File: config.mk
export PLATFORM = sky130hd
export DESIGN_NAME = lighthouse_multi_decoder
export DESIGN_NICKNAME = d
export VERILOG_FILES = /design/src/rtl/lighthouse_multi_decoder.sv
export SDC_FILE = /design/constraint.sdc
export NUM_CORES = 2
export LEC_CHECK = 0
export BUFFER_PORTS_ARGS = -buffer_cell sky130_fd_sc_hd__buf_2
export CORE_MARGIN = 5
export CORE_UTILIZATION = 50
export DETAILED_ROUTE_END_ITERATION = 10
export PLACE_DENSITY = 0.66
export SYNTH_ARGS = -nofsm -noshare
export SYNTH_HDL_FRONTEND = slang
export SYNTH_SLANG_ARGS = --single-unit
File: constraint.sdc
create_clock -name clk -period 9.5 [get_ports clk]
set_clock_uncertainty 0.2 [all_clocks]
set_input_delay 0.95 -clock clk [delete_from_list [all_inputs] [get_ports clk]]
set_output_delay 0.95 -clock clk [all_outputs]
set_load 0.05 [all_outputs]
File: src/rtl/lighthouse_multi_decoder.sv
`timescale 1ns/1ps
`default_nettype none
// ============================================================================
// Module      : lighthouse_multi_decoder
// Description : Multi-channel lighthouse envelope decoder. Timestamps, classifies
//               and merges sync/sweep events into one FIFO-backed stream.
// Revision    : 1.0 - initial release
// ============================================================================
module lighthouse_multi_decoder #(
    parameter int NUM_SENSORS     = 4,
    parameter int TIMER_W         = 24,
    parameter int WIDTH_W         = 13,
    parameter int SYNC_MIN_TICKS  = 2500,
    parameter int MIN_PULSE_TICKS = 4,
    parameter int FIFO_DEPTH      = 16,
    parameter int ID_W            = (NUM_SENSORS > 1) ? $clog2(NUM_SENSORS) : 1
) (
    input  logic                                 clk,
    input  logic                                 reset,
    input  logic [NUM_SENSORS-1:0]               envelope_i,
    output logic [ID_W+1+WIDTH_W+TIMER_W-1:0]    m_data,
    output logic                                 m_valid,
    input  logic                                 m_ready,
    output logic [NUM_SENSORS-1:0]               overflow_o,
    input  logic                                 clear_overflow_i,
    output logic [TIMER_W-1:0]                   timer_o
);

    localparam int EVT_W  = 1 + WIDTH_W + TIMER_W;
    localparam int WORD_W = ID_W + EVT_W;
    localparam int ADDR_W = $clog2(FIFO_DEPTH);

    localparam logic [WIDTH_W-1:0]  c_width_max = '1;
    localparam logic [WIDTH_W-1:0]  c_sync_min  = WIDTH_W'(SYNC_MIN_TICKS);
    localparam logic [WIDTH_W-1:0]  c_min_pulse = WIDTH_W'(MIN_PULSE_TICKS);
    localparam logic [ADDR_W+1:0]   c_depth     = (ADDR_W+2)'(FIFO_DEPTH);

    logic [TIMER_W-1:0]     r_timer;
    logic [NUM_SENSORS-1:0] r_sync1, r_sync2, r_sync3, r_armed;
    logic [NUM_SENSORS-1:0] w_rise, w_fall;

    logic [TIMER_W-1:0]     r_rise_ts [NUM_SENSORS];
    logic [TIMER_W-1:0]     r_sync_ts [NUM_SENSORS];
    logic [WIDTH_W-1:0]     r_width   [NUM_SENSORS];
    logic [NUM_SENSORS-1:0] r_has_sync;
    logic [NUM_SENSORS-1:0] r_evt_valid;
    logic [EVT_W-1:0]       r_evt_data  [NUM_SENSORS];
    logic [NUM_SENSORS-1:0] r_pend_valid;
    logic [EVT_W-1:0]       r_pend_data [NUM_SENSORS];
    logic [NUM_SENSORS-1:0] r_overflow;

    logic [ID_W-1:0]        r_ptr;
    logic                   w_can_grant, w_grant_any;
    logic [ID_W-1:0]        w_grant_idx;
    logic [NUM_SENSORS-1:0] w_grant_oh;
    logic                   r_push_valid;
    logic [WORD_W-1:0]      r_push_word;

    logic [WORD_W-1:0]      r_mem [FIFO_DEPTH];
    logic [ADDR_W:0]        r_wptr, r_rptr;
    logic [ADDR_W:0]        w_count;
    logic                   w_empty, w_pop;
    logic [ADDR_W+1:0]      w_occ_next;

    function automatic logic [ID_W-1:0] rr_index(input logic [ID_W-1:0] ptr, input int step);
        int j;
        j = int'(ptr) + step;
        if (j >= NUM_SENSORS) j = j - NUM_SENSORS;
        return ID_W'(j);
    endfunction

    always_ff @(posedge clk) begin
        if (reset) begin
            r_timer <= '0;
            r_sync1 <= '0;
            r_sync2 <= '0;
            r_sync3 <= '0;
            r_armed <= '0;
        end else begin
            r_timer <= r_timer + 1'b1;
            r_sync1 <= envelope_i;
            r_sync2 <= r_sync1;
            r_sync3 <= r_sync2;
            r_armed <= r_armed | ~r_sync2;
        end
    end

    // Edges only count once the line has been seen low, so a pulse already in
    // progress at reset release is ignored entirely.
    assign w_rise = r_sync2 & ~r_sync3 & r_armed;
    assign w_fall = ~r_sync2 & r_sync3 & r_armed;

    always_ff @(posedge clk) begin
        if (reset) begin
            r_has_sync  <= '0;
            r_evt_valid <= '0;
            for (int i = 0; i < NUM_SENSORS; i++) begin
                r_rise_ts[i] <= '0;
                r_sync_ts[i] <= '0;
                r_width[i]   <= '0;
            end
        end else begin
            for (int i = 0; i < NUM_SENSORS; i++) begin
                r_evt_valid[i] <= 1'b0;
                if (w_rise[i]) begin
                    r_rise_ts[i] <= r_timer;
                    r_width[i]   <= WIDTH_W'(1);
                end else if (r_sync2[i] && (r_width[i] != c_width_max)) begin
                    r_width[i] <= r_width[i] + 1'b1;
                end
                if (w_fall[i] && (r_width[i] >= c_min_pulse)) begin
                    if (r_width[i] >= c_sync_min) begin
                        r_sync_ts[i]   <= r_rise_ts[i];
                        r_has_sync[i]  <= 1'b1;
                        r_evt_valid[i] <= 1'b1;
                        r_evt_data[i]  <= {1'b1, r_width[i], r_rise_ts[i]};
                    end else if (r_has_sync[i]) begin
                        r_evt_valid[i] <= 1'b1;
                        r_evt_data[i]  <= {1'b0, r_width[i], r_rise_ts[i] - r_sync_ts[i]};
                    end
                end
            end
        end
    end

    // Occupancy the FIFO will have after this edge; a grant made now lands one
    // cycle later, so it must fit behind everything already in flight.
    assign w_count     = r_wptr - r_rptr;
    assign w_empty     = (w_count == '0);
    assign w_pop       = !w_empty && m_ready;
    assign w_occ_next  = {1'b0, w_count} + (ADDR_W+2)'(r_push_valid) - (ADDR_W+2)'(w_pop);
    assign w_can_grant = (w_occ_next < c_depth);

    always_comb begin
        w_grant_any = 1'b0;
        w_grant_idx = '0;
        if (w_can_grant) begin
            for (int k = NUM_SENSORS - 1; k >= 0; k--) begin
                if (r_pend_valid[rr_index(r_ptr, k)]) begin
                    w_grant_any = 1'b1;
                    w_grant_idx = rr_index(r_ptr, k);
                end
            end
        end
    end

    always_comb begin
        w_grant_oh = '0;
        for (int i = 0; i < NUM_SENSORS; i++) begin
            w_grant_oh[i] = w_grant_any && (w_grant_idx == ID_W'(i));
        end
    end

    always_ff @(posedge clk) begin
        if (reset) begin
            r_pend_valid <= '0;
            r_overflow   <= '0;
            r_ptr        <= '0;
            r_push_valid <= 1'b0;
        end else begin
            r_push_valid <= w_grant_any;
            if (w_grant_any) begin
                r_push_word <= {w_grant_idx, r_pend_data[w_grant_idx]};
                r_ptr       <= rr_index(w_grant_idx, 1);
            end
            if (clear_overflow_i) r_overflow <= '0;
            for (int i = 0; i < NUM_SENSORS; i++) begin
                if (w_grant_oh[i]) r_pend_valid[i] <= 1'b0;
                if (r_evt_valid[i]) begin
                    if (!r_pend_valid[i] || w_grant_oh[i]) begin
                        r_pend_valid[i] <= 1'b1;
                        r_pend_data[i]  <= r_evt_data[i];
                    end else begin
                        r_overflow[i] <= 1'b1;
                    end
                end
            end
        end
    end

    always_ff @(posedge clk) begin
        if (reset) begin
            r_wptr <= '0;
            r_rptr <= '0;
        end else begin
            if (r_push_valid) r_wptr <= r_wptr + 1'b1;
            if (w_pop)        r_rptr <= r_rptr + 1'b1;
        end
    end

    always_ff @(posedge clk) begin
        if (r_push_valid) r_mem[r_wptr[ADDR_W-1:0]] <= r_push_word;
    end

    assign m_valid    = !w_empty;
    assign m_data     = w_empty ? '0 : r_mem[r_rptr[ADDR_W-1:0]];
    assign overflow_o = r_overflow;
    assign timer_o    = r_timer;

endmodule
`default_nettype wire

After elaboration in Yosys (flattened, before gate mapping)

Memory sizes are Yosys's and may differ from the RTL's. A register that Yosys moved wholly into a read port is not among the register bits.
Cells that the tools add are included.

Flip-flop bits (word level): 109
RAM bits: 1,188
Memories kept: 6

Add/subtract/negate cells: 23
Bitwise logic cells: 32
Order comparisons: 18
Mux-type cells: 159
Equal/unequal tests: 7
Reductions and logical operators: 33

Memories:

| name        | depth | bits a word | rd ports | clocked after Yosys merged registers in | write ports | RTL line | text |
|---|---|---|---|---|---|---|---|
| r_mem       | 16    | 40          | 1        | 1                                       | 1           | 59       | `logic [WORD_W-1:0] r_mem [FIFO_DEPTH];` |
| r_evt_data  | 4     | 38          | 4        | 0                                       | 4           | 47       | `logic [EVT_W-1:0] r_evt_data [NUM_SENSORS];` |
| r_pend_data | 4     | 38          | 1        | 1                                       | 4           | 49       | `logic [EVT_W-1:0] r_pend_data [NUM_SENSORS];` |
| r_rise_ts   | 4     | 24          | 4        | 0                                       | 4           | 42       | `logic [TIMER_W-1:0] r_rise_ts [NUM_SENSORS];` |
| r_sync_ts   | 4     | 24          | 4        | 0                                       | 4           | 43       | `logic [TIMER_W-1:0] r_sync_ts [NUM_SENSORS];` |
| r_width     | 4     | 13          | 4        | 0                                       | 4           | 44       | `logic [WIDTH_W-1:0] r_width [NUM_SENSORS];` |

Operators by type and width:

| kind                                                                | number |
|---|---|
| 2-to-1 mux 24 bit                                                   | 8 |
| 2-to-1 mux 38 bit                                                   | 4 |
| 2-to-1 mux 1 bit                                                    | 117 |
| 2-to-1 mux 13 bit                                                   | 8 |
| subtractor 24 bit                                                   | 4 |
| adder 13 x 1 -> 13 bit, second input constant                       | 4 |
| greater-or-equal comparator 13 x 12 -> 1 bit, second input constant | 4 |
| greater-or-equal comparator 13 x 3 -> 1 bit, second input constant  | 4 |
| inequality test 13 bit, second input constant                       | 4 |
| 2-to-1 mux 40 bit                                                   | 1 |
| 2-to-1 mux 2 bit                                                    | 14 |
| adder 24 x 1 -> 24 bit, second input constant                       | 1 |
| bitwise OR 1 bit                                                    | 20 |
| bitwise AND 4 bit                                                   | 4 |
| logical AND 1 bit                                                   | 13 |
| greater-or-equal comparator 3 bit, second input constant            | 4 |
| < comparator 2 x 3 -> 1 bit, second input constant                  | 4 |
| 2-to-1 mux 4 bit                                                    | 3 |
| adder 5 x 1 -> 5 bit, second input constant                         | 2 |
| AND reduction 2 bit                                                 | 5 |
| subtractor 2 x 1 -> 2 bit, second input constant                    | 5 |
| binary-select mux 1 bit (select 2 bit)                              | 4 |
| inverter 4 bit                                                      | 2 |
| OR reduction 2 bit                                                  | 4 |
| other kinds (15)                                                    | 29 |

Longest topological paths before layout

Word-level depth: 21
Depth in mapped cells: 23
Depth with buffers taken out: 20

Least setup slack after synthesis

Ideal clock, no wire load.

Path kind: register to register
Start point: register r_wptr[0]
End point: memory r_pend_data[1][0] (netlist name), enable pin
Arrival time: 6,539 ps
Slack: 2,273 ps
Cell stages (with the launch flop): 22
Cells stage by stage: dfxtp_1 -> inv_1 -> ha_1 -> inv_1 -> fa_1 -> a21o_1 -> a21oi_1 -> xnor2_1 -> and4_1 -> nor2b_1 -> clkbuf_1 -> ha_1 -> inv_1 -> ha_1 -> and3b_1 -> o21ai_0 -> a21oi_1 -> nor3_1 -> a21boi_0 -> clkbuf_1 -> o31ai_1 -> nor3b_1

RTL lines:

| item                   | RTL line | text |
|---|---|---|
| start, declared        | 60       | `logic [ADDR_W:0] r_wptr, r_rptr;` |
| start signal, assigned | 186      | `if (r_push_valid) r_wptr <= r_wptr + 1'b1;` |
| end, declared          | 49       |  |

Final worst setup path

Start point: register r_wptr[0]
End point: register r_push_word[19], read port of r_pend_data, enable pin

Longest elaborated chain between the ends: 8
Elaborated cells on any way between the ends: 10

Ends and longest elaborated chain:

| item                                                                         | RTL line | text |
|---|---|---|
| subtractor 5 bit *                                                           | 128      | `assign w_count = r_wptr - r_rptr;` |
| parallel branches: the longest is 3 deep, another holds adder 5 x 1 -> 6 bit | -        |  |
| subtractor 6 x 1 -> 6 bit *                                                  | 131      | `assign w_occ_next = {1'b0, w_count} + (ADDR_W+2)'(r_push_valid) - (ADDR_W+2)'(w_pop);` |
| < comparator 6 x 5 -> 1 bit *                                                | 132      | `assign w_can_grant = (w_occ_next < c_depth);` |
| 2-to-1 mux 1 bit                                                             | 137      | `if (w_can_grant) begin` |
| AND reduction 2 bit (no line)                                                | -        |  |
| end, declared                                                                | 57       | `logic [WORD_W-1:0] r_push_word;` |

Every way passes the cells marked *.
A chain may end at the register's enable or synchronous reset.

==> results.toml <==
[worst_setup_path]
crit_path_cell_trace = "inv_1, ha_1, inv_1, fa_1, a21o_1, a21oi_1, xnor2_1, and4_2, buf_4, nor2b_1, ha_1, inv_1, ha_1, and3b_1, o21ai_0, a21oi_1, nor3_1, a21boi_4, buf_4, a31o_2, nor2_4"
critPathSlowestCell = "nor2_4"
cp_slowest_stage_delay_ps = 830
endpoint_kind = "flop"
crit_arrival_ps = 6310
required_ps = 9650
critPathBufInv = 5
path_class = "reg -> reg"
crit_fanout = 47
startpoint_type = "flop"
cp_top_family = "simple AND/OR/NAND/NOR gates"

[place]
gp_congestion = 0.872
place_area_um2 = 56800
dp.cells = 4873
detailed_place_hpwl_um = 74400
portBuffers = 76

[floorplan]
die_w_um = 341
die-area_um2 = 116000
die_h_um = 341
start_util_pct = 50.3
num_io_pins = 77
rows = 121
core_area_um2 = 109000

[cts]
htree_levels = 4
cts_made_buffers = 132
cts_tree = "built"
cts_max_path_buffers = 3
postCtsSetupRepairBufs = 0
cts_root_buffer = "clkbuf_16"
hold_buffers = 0
cts_resized = 0
cts_sinks = 1301
clkLatencyLatePin_ps = 740
clk_pin_slew_ps = 60

[pwr]
power.leakage_uw = 0.0210
pwr_density_cell_nw_per_um2 = 231
ir_drop_uv = 242

[logic_synthesis]
ys_warn_count = 0
synthArstFlopShare_pct = 0
ys_seq_area_share_pct = 70.1
synth_edf_count = 1227
syn_area_um2 = 54700
avgSynthCellArea_um2 = 15.8
synth_nets = 3599
synth_flop_cell = "edfxtp_1"
synth_cell_type_count = 70
ys_ff_latch = 1301
netlist_instances = 3470

[routing]
antenna_left = 0
drc = 0
drt-initial-drc-count = 2506
vias_per_cell = 5.75
detail_route.wl_per_cell_um = 23.7
drt_pre_antenna_iters = 6
vias = 29400
wl_um = 121000

[finish]
multi_input_area_um2 = 15300
final-seq-area_um2 = 38300
synthToLayoutAreaGrowth_pct = 11.7
final_nets = 3722
fin_util_pct = 56.2
fillers = 8457
stdcell_area_um2 = 61100
num_antenna_cells = 0
drive_gt1_share_pct = 15.1
stdcell_count = 5108

[min_path]
min_path_type = "reg -> reg"

[status]
outcome = "finished clean"

[sta]
fin_hold_ws_ps = 208
setup_viol = 0
slew_viol_final = 0
maxClockFrequency_mhz = 162
slew_headroom_pct = 19.4
hold_viol_final = 0
setup-tns-final_ps = 0
fin_crit_sh_pct = 64.8
fin_crit_ps = 6160
max_slew.worst_pin.slew_ps = 1210
rsz0062_at_grt = "no"

[global_route]
grt_max_degree = 98
grt_pass1_vias = 28900
antenna_found_initial = 2
grt_use_total_pct = 20.9
grt-ovfl-total = 0
grt_pass1_wl_um = 182000

[run]
drv_cap = 0
flip-flops by register name, indices dropped and copies added, names as in the netlist, 2 cells and up, named ones only:
register,flops
r_rptr,5
r_sync_ts,96
r_pend_valid,4
r_wptr,5
r_ptr,2
r_evt_valid,4
r_armed,4
r_sync1,4
r_evt_data,152
r_pend_data,152
overflow_o,4
r_sync2,4
r_width,52
r_mem,640
r_sync3,4
r_push_word,40
r_has_sync,4
r_rise_ts,96
timer_o,24
cells by family after synthesis:
group | count (synthesis) | share of synthesized area [%]
muxes | 210 | 8.43
adders and majority gates | 121 | 2.84
and+or+nand+nor | 936 | 8.80
xor gates and xnor gates | 135 | 2.16
buffers and inverters | 305 | 2.10
AOI/OAI and AO/OA | 462 | 5.56
DFF | 1301 | 70.1
final cells by class:
type,instances,share of cell area [%]
clock buffer,165,5.73
clock inverter,70,1.18
inverter,168,1.03
multi-input combinational,1864,25.1
sequential,1301,62.8
tap,1414,2.90
timing repair buffer,126,1.26
cells in the final DEF (no fill, tap or decap), drive strengths merged, types with 32 or more instances in the layout:
cell,n
ha,116
and3,89
nor2,200
inv,173
o21ai,99
mux4,200
clkbuf,165
xor2,71
nor2b,62
xnor2,64
dfxtp,74
o22a,39
a31oi,48
clkinv,54
nand3,51
nand2,211
a21oi,94
buf,126
a21o,38
nand2b,32
and2,171
edfxtp,1227
metrics by stage:
| stage | setup slack, ps | power, uW |
|---|---|---|
| 6_report | 3340 | 14100 |
| 5_1_grt | 2860 | 14700 |
| 3_3_place_gp | 3270 | 9250 |
| 3_5_place_dp | 3240 | 9260 |
| 2_1_floorplan | 2270 | 8610 |
| 4_1_cts | 3240 | 14300 |
worst reg2reg max path, stage by stage (launching register included):
cell and delay [ps]:
dfxtp_1 350, inv_1 130, ha_1 160, inv_1 60
fa_1 390, a21o_1 190, a21oi_1 180, xnor2_1 240
and4_2 280, buf_4 530, nor2b_1 270, ha_1 270
inv_1 50, ha_1 220, and3b_1 160, o21ai_0 140
a21oi_1 100, nor3_1 310, a21boi_4 90, buf_4 290
a31o_2 340, nor2_4 830
path summary, 6_finish.rpt:
path              slack [ps]  cells after the start                 end               from
setup / recovery        3340                     21     r_push_word[19]          r_wptr[0]
hold / removal           210                      0  r_pend_data[2][34]  r_evt_data[2][34]
setup reg to reg        3340                     21     r_push_word[19]          r_wptr[0]
hold reg to reg          210                      0  r_pend_data[2][34]  r_evt_data[2][34]
metal layers:
metal | vias up | track usage, % | wire [um]
met5 | - | 0 | 0
met4 | 0 | 6.61 | 3440
met3 | 185 | 3.16 | 6230
met2 | 788 | 35.0 | 60200
met1 | 14900 | 28.6 | 51300
li1 | 13500 | - | -
power breakdown:
part	switching, uW	internal, uW	total, uW
combinational	1650	1050	2700
clock	2150	2880	5030
sequential	111	6290	6400
total	3900	10200	14100
synthesized netlist by cell type, types with 29 or more instances:
library cell | number | area, um^2
xor2_1 | 71 | 622
nand2b_1 | 32 | 200
nand2_1 | 211 | 792
clkbuf_1 | 114 | 428
nor2b_1 | 62 | 388
inv_1 | 168 | 631
nor3_1 | 29 | 145
xnor2_1 | 64 | 561
mux4_2 | 200 | 4500
dfxtp_1 | 74 | 1480
and3_1 | 89 | 557
a21oi_1 | 93 | 465
edfxtp_1 | 1227 | 36800
ha_1 | 116 | 1450
nand3_1 | 51 | 255
a21o_1 | 38 | 285
o21ai_0 | 98 | 490
nor2_1 | 200 | 751
o22a_1 | 39 | 342
a31oi_1 | 48 | 300
and2_1 | 171 | 1070
(Power assumes the default switching activity.)
